==> config.mk <==
export PLATFORM = sky130hd
export DESIGN_NAME = pwm_key_ctrl
export DESIGN_NICKNAME = d
export VERILOG_FILES = /design/src/rtl/pwm_key_ctrl.sv
export SDC_FILE = /design/constraint.sdc
export NUM_CORES = 1
export LEC_CHECK = 0
export ABC_CLOCK_PERIOD_IN_PS = 3200
export BUFFER_PORTS_ARGS = -buffer_cell sky130_fd_sc_hd__buf_2
export CORE_MARGIN = 8
export CORE_UTILIZATION = 65
export CTS_BUF_LIST = sky130_fd_sc_hd__clkbuf_4
export DETAILED_ROUTE_END_ITERATION = 10
export HOLD_SLACK_MARGIN = 0.02
export PLACE_DENSITY = 0.79
export SYNTH_ARGS = -nofsm -noshare
export SYNTH_HDL_FRONTEND = slang
export SYNTH_SLANG_ARGS = --single-unit
==> constraint.sdc <==
create_clock -name CLK -period 3.2 [get_ports CLK]
set_input_delay 0.8 -clock CLK [delete_from_list [all_inputs] [get_ports CLK]]
set_output_delay 0.8 -clock CLK [all_outputs]
set_load 0.01 [all_outputs]
==> src/rtl/pwm_key_ctrl.sv <==
// pwm_key_ctrl: front-panel button stage for the PWM generator.
// Synchronizes and debounces UP/DN/SELECT, turns UP/DN presses and holds
// into single-cycle ADD/DEC pulses with auto-repeat, and tracks the
// selected channel index.
//
// Repeat FSM (one instance each for UP and DN)
//   state    | meaning
//   S_IDLE   | no command pending; waiting for a fresh press event
//   S_HOLD   | press pulse sent; counting REP_DLY CE ticks to first repeat
//   S_REPEAT | auto-repeating; a pulse every REP_RATE CE ticks
module pwm_key_ctrl #(
  parameter int L_BIT    = 4,
  parameter int N_CH     = 4,
  parameter int REP_DLY  = 250,
  parameter int REP_RATE = 50
) (
  input  logic       CLK,
  input  logic       CLR,
  input  logic       CE,
  input  logic       BTN_UP,
  input  logic       BTN_DN,
  input  logic       BTN_SEL,
  output logic [1:0] DRV,
  output logic [1:0] SEL,
  output logic [2:0] KEY_LVL
);

  localparam logic [15:0] DLY_TC  = 16'(REP_DLY - 1);
  localparam logic [15:0] RATE_TC = 16'(REP_RATE - 1);
  localparam logic [1:0]  SEL_MAX = 2'(N_CH - 1);

  typedef enum logic [1:0] {S_IDLE, S_HOLD, S_REPEAT} rep_state_e;

  logic [2:0]       btn_raw;
  logic [2:0]       sync1_q, sync2_q;
  logic [L_BIT-1:0] sh_q [3];
  logic [L_BIT-1:0] sh_d [3];
  logic [2:0]       lvl_q, lvl_d;
  logic [2:0]       press;
  logic [1:0]       rel;
  logic             lockout;
  rep_state_e       st_q [2];
  rep_state_e       st_d [2];
  logic [15:0]      cnt_q [2];
  logic [15:0]      cnt_d [2];
  logic [1:0]       pulse;
  logic [1:0]       drv_q, drv_d;
  logic [1:0]       sel_q, sel_d;

  // bit order {SEL, DN, UP} matches KEY_LVL
  assign btn_raw = {BTN_SEL, BTN_DN, BTN_UP};

  // Shift in the synchronized sample on CE; level follows only a full run of equal samples
  always_comb begin
    for (int b = 0; b < 3; b++) begin
      sh_d[b]  = sh_q[b];
      lvl_d[b] = lvl_q[b];
      if (CE) begin
        sh_d[b] = {sh_q[b][L_BIT-2:0], sync2_q[b]};
        if (&sh_d[b]) begin
          lvl_d[b] = 1'b1;
        end else if (~|sh_d[b]) begin
          lvl_d[b] = 1'b0;
        end
      end
    end
  end

  // Events are taken from the level being written this cycle so outputs land one CLK later
  assign press   = lvl_d & ~lvl_q;
  assign rel     = lvl_q[1:0] & ~lvl_d[1:0];
  assign lockout = lvl_d[0] & lvl_d[1];

  // Synchronizers, debounce shift registers and debounced levels
  always_ff @(posedge CLK) begin
    if (CLR) begin
      sync1_q <= '0;
      sync2_q <= '0;
      lvl_q   <= '0;
      for (int b = 0; b < 3; b++) sh_q[b] <= '0;
    end else begin
      sync1_q <= btn_raw;
      sync2_q <= sync1_q;
      lvl_q   <= lvl_d;
      for (int b = 0; b < 3; b++) sh_q[b] <= sh_d[b];
    end
  end

  // Repeat FSM next state, counter and pulse for UP (0) and DN (1)
  always_comb begin
    for (int i = 0; i < 2; i++) begin
      st_d[i]  = st_q[i];
      cnt_d[i] = cnt_q[i];
      pulse[i] = 1'b0;
      if (lockout) begin
        // both held: drop to IDLE so only a fresh press re-arms the button
        st_d[i]  = S_IDLE;
        cnt_d[i] = '0;
      end else begin
        case (st_q[i])
          S_IDLE: begin
            if (press[i]) begin
              pulse[i] = 1'b1;
              cnt_d[i] = '0;
              st_d[i]  = S_HOLD;
            end
          end
          S_HOLD: begin
            if (rel[i]) begin
              st_d[i]  = S_IDLE;
              cnt_d[i] = '0;
            end else if (CE) begin
              if (cnt_q[i] == DLY_TC) begin
                pulse[i] = 1'b1;
                cnt_d[i] = '0;
                st_d[i]  = S_REPEAT;
              end else begin
                cnt_d[i] = cnt_q[i] + 16'd1;
              end
            end
          end
          S_REPEAT: begin
            if (rel[i]) begin
              st_d[i]  = S_IDLE;
              cnt_d[i] = '0;
            end else if (CE) begin
              if (cnt_q[i] == RATE_TC) begin
                pulse[i] = 1'b1;
                cnt_d[i] = '0;
              end else begin
                cnt_d[i] = cnt_q[i] + 16'd1;
              end
            end
          end
          default: begin
            st_d[i]  = S_IDLE;
            cnt_d[i] = '0;
          end
        endcase
      end
    end
  end

  // Repeat FSM state and counter registers
  always_ff @(posedge CLK) begin
    if (CLR) begin
      for (int i = 0; i < 2; i++) begin
        st_q[i]  <= S_IDLE;
        cnt_q[i] <= '0;
      end
    end else begin
      for (int i = 0; i < 2; i++) begin
        st_q[i]  <= st_d[i];
        cnt_q[i] <= cnt_d[i];
      end
    end
  end

  // Command and channel select: a channel change in the same cycle drops the command
  always_comb begin
    drv_d = pulse;
    sel_d = sel_q;
    if ((&pulse) || press[2]) begin
      drv_d = 2'b00;
    end
    if (press[2]) begin
      sel_d = (sel_q == SEL_MAX) ? 2'd0 : sel_q + 2'd1;
    end
  end

  // Output registers
  always_ff @(posedge CLK) begin
    if (CLR) begin
      drv_q <= 2'b00;
      sel_q <= 2'd0;
    end else begin
      drv_q <= drv_d;
      sel_q <= sel_d;
    end
  end

  assign DRV     = drv_q;
  assign SEL     = sel_q;
  assign KEY_LVL = lvl_q;

endmodule
-- Word level (Yosys, flattened, before mapping)
Memories as Yosys holds them, arrays and structs flattened.
Cells that the tools add are included.
W data, S select, Z words.
- $add $sub $neg: 3
- eq/ne operators: 9
- multiplexer cells: 73
- bitwise logic cells: 12
- reductions and logical operators: 11
- operators with widths (cell ; number):
    $mux W16 ; 18
    $pmux W16 S3 ; 2
    $add A16 B1 Y16 const B ; 2
    $eq A16 B6 Y1 const B ; 2
    $eq A16 B8 Y1 const B ; 2
    $mux W2 ; 15
    $mux W1 ; 28
    $mux W4 ; 6
    $pmux W2 S3 ; 2
    $reduce_and A4 Y1 ; 3
    $reduce_or A4 Y1 ; 3
    $or A1 B1 Y1 ; 7
    $eq A2 B2 Y1 const B ; 3
    $pmux W1 S3 ; 2
    $eq A2 B1 Y1 const B ; 2
    $logic_not A2 Y1 ; 2
    $and A3 B3 Y3 ; 1
    $not A3 Y3 ; 1
    $add A2 B1 Y2 const B ; 1
    $and A2 B2 Y2 ; 1
    $not A2 Y2 ; 1
    $reduce_and A2 Y1 ; 1
    $reduce_or A2 Y1 ; 1
    $and A1 B1 Y1 ; 1
    $logic_or A1 B1 Y1 ; 1
- register bits after elaboration: 13
- bits in writable memories: 48
- output and inout port bits: 7
- logic and storage cells: 116
- memories kept: 3
- memory list (name ; words ; width ; rd ports ; clocked after Yosys merged registers in ; write ports ; RTL line ; source):
    cnt_q ; 2 ; 16 ; 2 ; 0 ; 2 ; 44 ; logic [15:0] cnt_q [2];
    sh_q ; 3 ; 4 ; 3 ; 0 ; 3 ; 36 ; logic [L_BIT-1:0] sh_q [3];
    st_q ; 2 ; 2 ; 2 ; 0 ; 2 ; 42 ; rep_state_e st_q [2];

-- Longest topological paths before layout
- depth in word-level cells: 12
- gate-level depth with buffers: 8
- depth with buffers taken out: 7

-- Least setup slack after synthesis
Ideal clock, no wire load.
- path type: input -> register
- start: input CE
- end: memory cnt_q[1][3], in the netlist cnt_q[0][19]
- arrival: 2.326 ns
- required time: 3.063 ns
- path slack: 0.737 ns
- cell stages on the path: 6
- cell sequence: or4b_2 > o21a_1 > a21boi_1 > o21ai_2 > buf_2 > a211oi_1
- RTL lines (what ; RTL line ; source):
    start, declared ; 19 ; input logic CE,
    end, declared ; 44 ;

==> results.cfg <==
[timing]
maxSlewHeadroom_pct = 56.9
fin_skew_ns = 0.0127
rsz0062_at_grt = no
finalMaxSlewViolations = 0
tightest_slew_ns = 0.645
hold_viol = 0
min_period_ns = 2.41
setup_viol = 0
min_period_over_period_pct = 75.3
worst_slack_ns = 0.791
hold_ws_ns = 0.445
fmax_ghz = 0.415
setup_tns_ns = 0

[worst_setup_path]
r2r_end = cnt_q[0][10]$_SDFFE_PP0P_
crit_slowest_cell = or4b_2
cp_max_fo = 16
crit_family = simple AND/OR/NAND/NOR gates
path_buf_inv = 1
crit_required_ns = 3.54
worst_ep_arrival_time_ns = 2.75
reg2reg_depth = 6
reg2reg_from = st_q[0][0]$_SDFFE_PP0P_
critPathKind = input port to flop
cp_slowest_stage_delay_ns = 0.69
cp-end-kind = flop
r2r_slack_ns = 0.83
path_cells = buf_2, or4b_2, o21ai_0, nand3_1, or3_1, a21oi_1
start_kind = input port

[die]
start_util_pct = 65.9
dieArea_um2 = 7100
row_count = 25
die_w_um = 84.3
coreArea_um2 = 4600
die_y_um = 84.3
io_pins = 13

[final_layout]
drive_above_1_share_pct = 13.6
n_antenna_cell = 0
seq_area_um2 = 1160
fin_nets = 375
area_delta_synth_final_pct = 7.39
num-fill-cells = 365
multi_input_area_um2 = 1770
final_cells = 414

[min_path]
hold_start = sync1_q[1]$_SDFF_PP0_
holdPathStages = 1
hold_path.class = flop to flop
hold_end = sync2_q[1]$_SDFF_PP0_

[clocking]
post_cts_resized = 0
cts_max_path_buffers = 2
cts_buffers = 9
path_clk_slew_ns = 0.09
cts_setup_buffers = 0
h-tree-depth = 3
clkLatencyLatePin_ns = 0.42
ctsHoldBuffers = 0
clock_sinks = 58
clockRootBuffer = clkbuf_4
cts_tree = built

[synth]
yosysMostFrequentCell = dfxtp_1
synth_flop_cell = dfxtp_1
synthesis.nets = 359
yosysWarnings = 0
synthMuxAreaShare_pct = 3.63
synth_top_area_share_pct = 38.3
syn_area_um2 = 3030
synth_top_family_by_area = simple AND/OR/NAND/NOR gates
synth_xor_area_share_pct = 6.07
synth.avg_cell_area_um2 = 8.91
synthAdderAreaFrac_pct = 5.37
synth_largest_area_cell = dfxtp_1
yosysUniqueCellTypes = 56
yosys.area_share.simple_pct = 28.0
synthTopCellsByCount = 58 x dfxtp_1, 30 x nor2_1, 22 x nand4_1
synth_edf_count = 0
synth_compound_area_share_pct = 15.2
synth_cells = 340
synth_area_leaders = dfxtp_1 38%, ha_1 5.4%, nand4_1 4.5%
ys_ff_latch = 58
yosysSeqAreaShare_pct = 38.3
synth_async_sr_flop_share_pct = 0

[routing]
topRoutingLayerUsed = met4
first_pass_iters = 4
drc = 0
post_drt_wl_per_cell_um = 14.6
detail-route-antenna-nets = 0
wl_met3_um = 293
wl_met2_mm = 2.83
vias = 2548
viasPerCell = 6.15
drt_iter0_drc = 127
drt_wl_total_mm = 6.07
wl_met1_mm = 2.87

[global_routing]
grt.overflow.total = 0
grt_pass1_vias = 2350
grt_first_pass_wirelength_mm = 10.1
grt_use_total_pct = 17.2
grt_max_degree = 22
antenna_found_initial = 0

[power_and_ir_drop]
clkPwrFrac_pct = 34.8
pwr-share-seq_pct = 62.1
p_leak_nw = 1.15
p_sw_mw = 0.279
ir_worst_vdd_uv = 214
p_comb_share_pct = 3.1
swShare_pct = 23.8
internal-power_mw = 0.896
powerDensity_nw_per_um2 = 361

[placed_design]
place_hpwl_mm = 4.33
dp.cells = 399
portBuffers = 12
pre_cts_slack_ns = 0.375
place.gp.congestion = 0.833

[outcome]
status = finished clean

[job]
maxCapViolCount = 0
==> cell type report <==
type / count / share of cell area, %
clock inverter: 5 / 0.692
timing repair buffer: 19 / 3.46
sequential: 58 / 35.7
clock buffer: 10 / 2.31
inverter: 11 / 1.27
tap: 54 / 2.08
multi-input combinational: 257 / 54.5
==> layout by cell type, fill, tap and decap left out, types with 10 or more instances in the layout <==
master / Yosys / layout
dfxtp_1: 58 / 58
nor2_1: 30 / 30
nand4_1: 22 / 22
a211oi_1: 17 / 17
nand3_1: 14 / 14
o21ai_0: 13 / 13
ha_1: 13 / 13
buf_2: 1 / 12
inv_1: 11 / 11
nand2_1: 11 / 11
xor2_1: 11 / 11
mux2i_1: 11 / 11
a21oi_1: 10 / 10
xnor2_1: 10 / 10
clkbuf_4: 0 / 10
==> how the worst max path moves through the flow <==
stage	start	to	slack, ns	cells past startpoint
after detailed placement	CE	cnt_q[0][7]$_SDFFE_PP0P_	0.38	6
after CTS	CE	cnt_q[0][7]$_SDFFE_PP0P_	0.82	6
after global placement	CE	cnt_q[0][1]$_SDFFE_PP0P_	0.40	6
after global routing	st_q[0][0]$_SDFFE_PP0P_	cnt_q[0][10]$_SDFFE_PP0P_	0.69	6
final	CE	st_q[0][1]$_SDFFE_PP0P_	0.79	6
after floorplan	CE	cnt_q[0][19]$_SDFFE_PP0P_	0.74	6
==> state kept, by name, summed over array words and instances (netlist names) <==
register	flops
SEL	2
sh_q	9
sync2_q	3
KEY_LVL	3
DRV	2
st_q	4
cnt_q	32
sync1_q	3
==> per-layer routing <==
layer	vias to the layer above	GRT usage, %
met5	-	0
met4	0	7.85
met3	8	6.68
met2	39	27.6
met1	1211	19.5
li1	1290	-
==> kinds of logic (layout without fill, tap and decap cells) <==
group	Yosys count	after routing
XOR/XNOR	21	21
flip-flops	58	58
adder cells (fa/ha/maj)	13	13
buffers and inverters	25	45
AND/OR/NAND/NOR	146	146
multiplexers	11	11
AO/OA/AOI/OAI	66	66
==> through the flow <==
stage	util, %	power [mW]	instance area (µm²)
finish	70.7	1.18	3250
global route	70.7	1.21	3250
CTS	70.7	1.19	3250
detailed placement	68.6	0.783	3160
global placement	68.6	0.783	3160
floorplan	-	0.774	3030
==> power by group through the flow <==
stage | Combinational [mW] | Clock [mW] | Sequential, mW
after floorplan | 0.0288 | 0 | 0.745
after global placement | 0.0364 | 0 | 0.746
after detailed placement | 0.0368 | 0 | 0.746
after CTS | 0.0370 | 0.422 | 0.730
after global routing | 0.0403 | 0.444 | 0.730
final | 0.0369 | 0.409 | 0.729
Note: power is estimated with default switching activity, not from simulation.
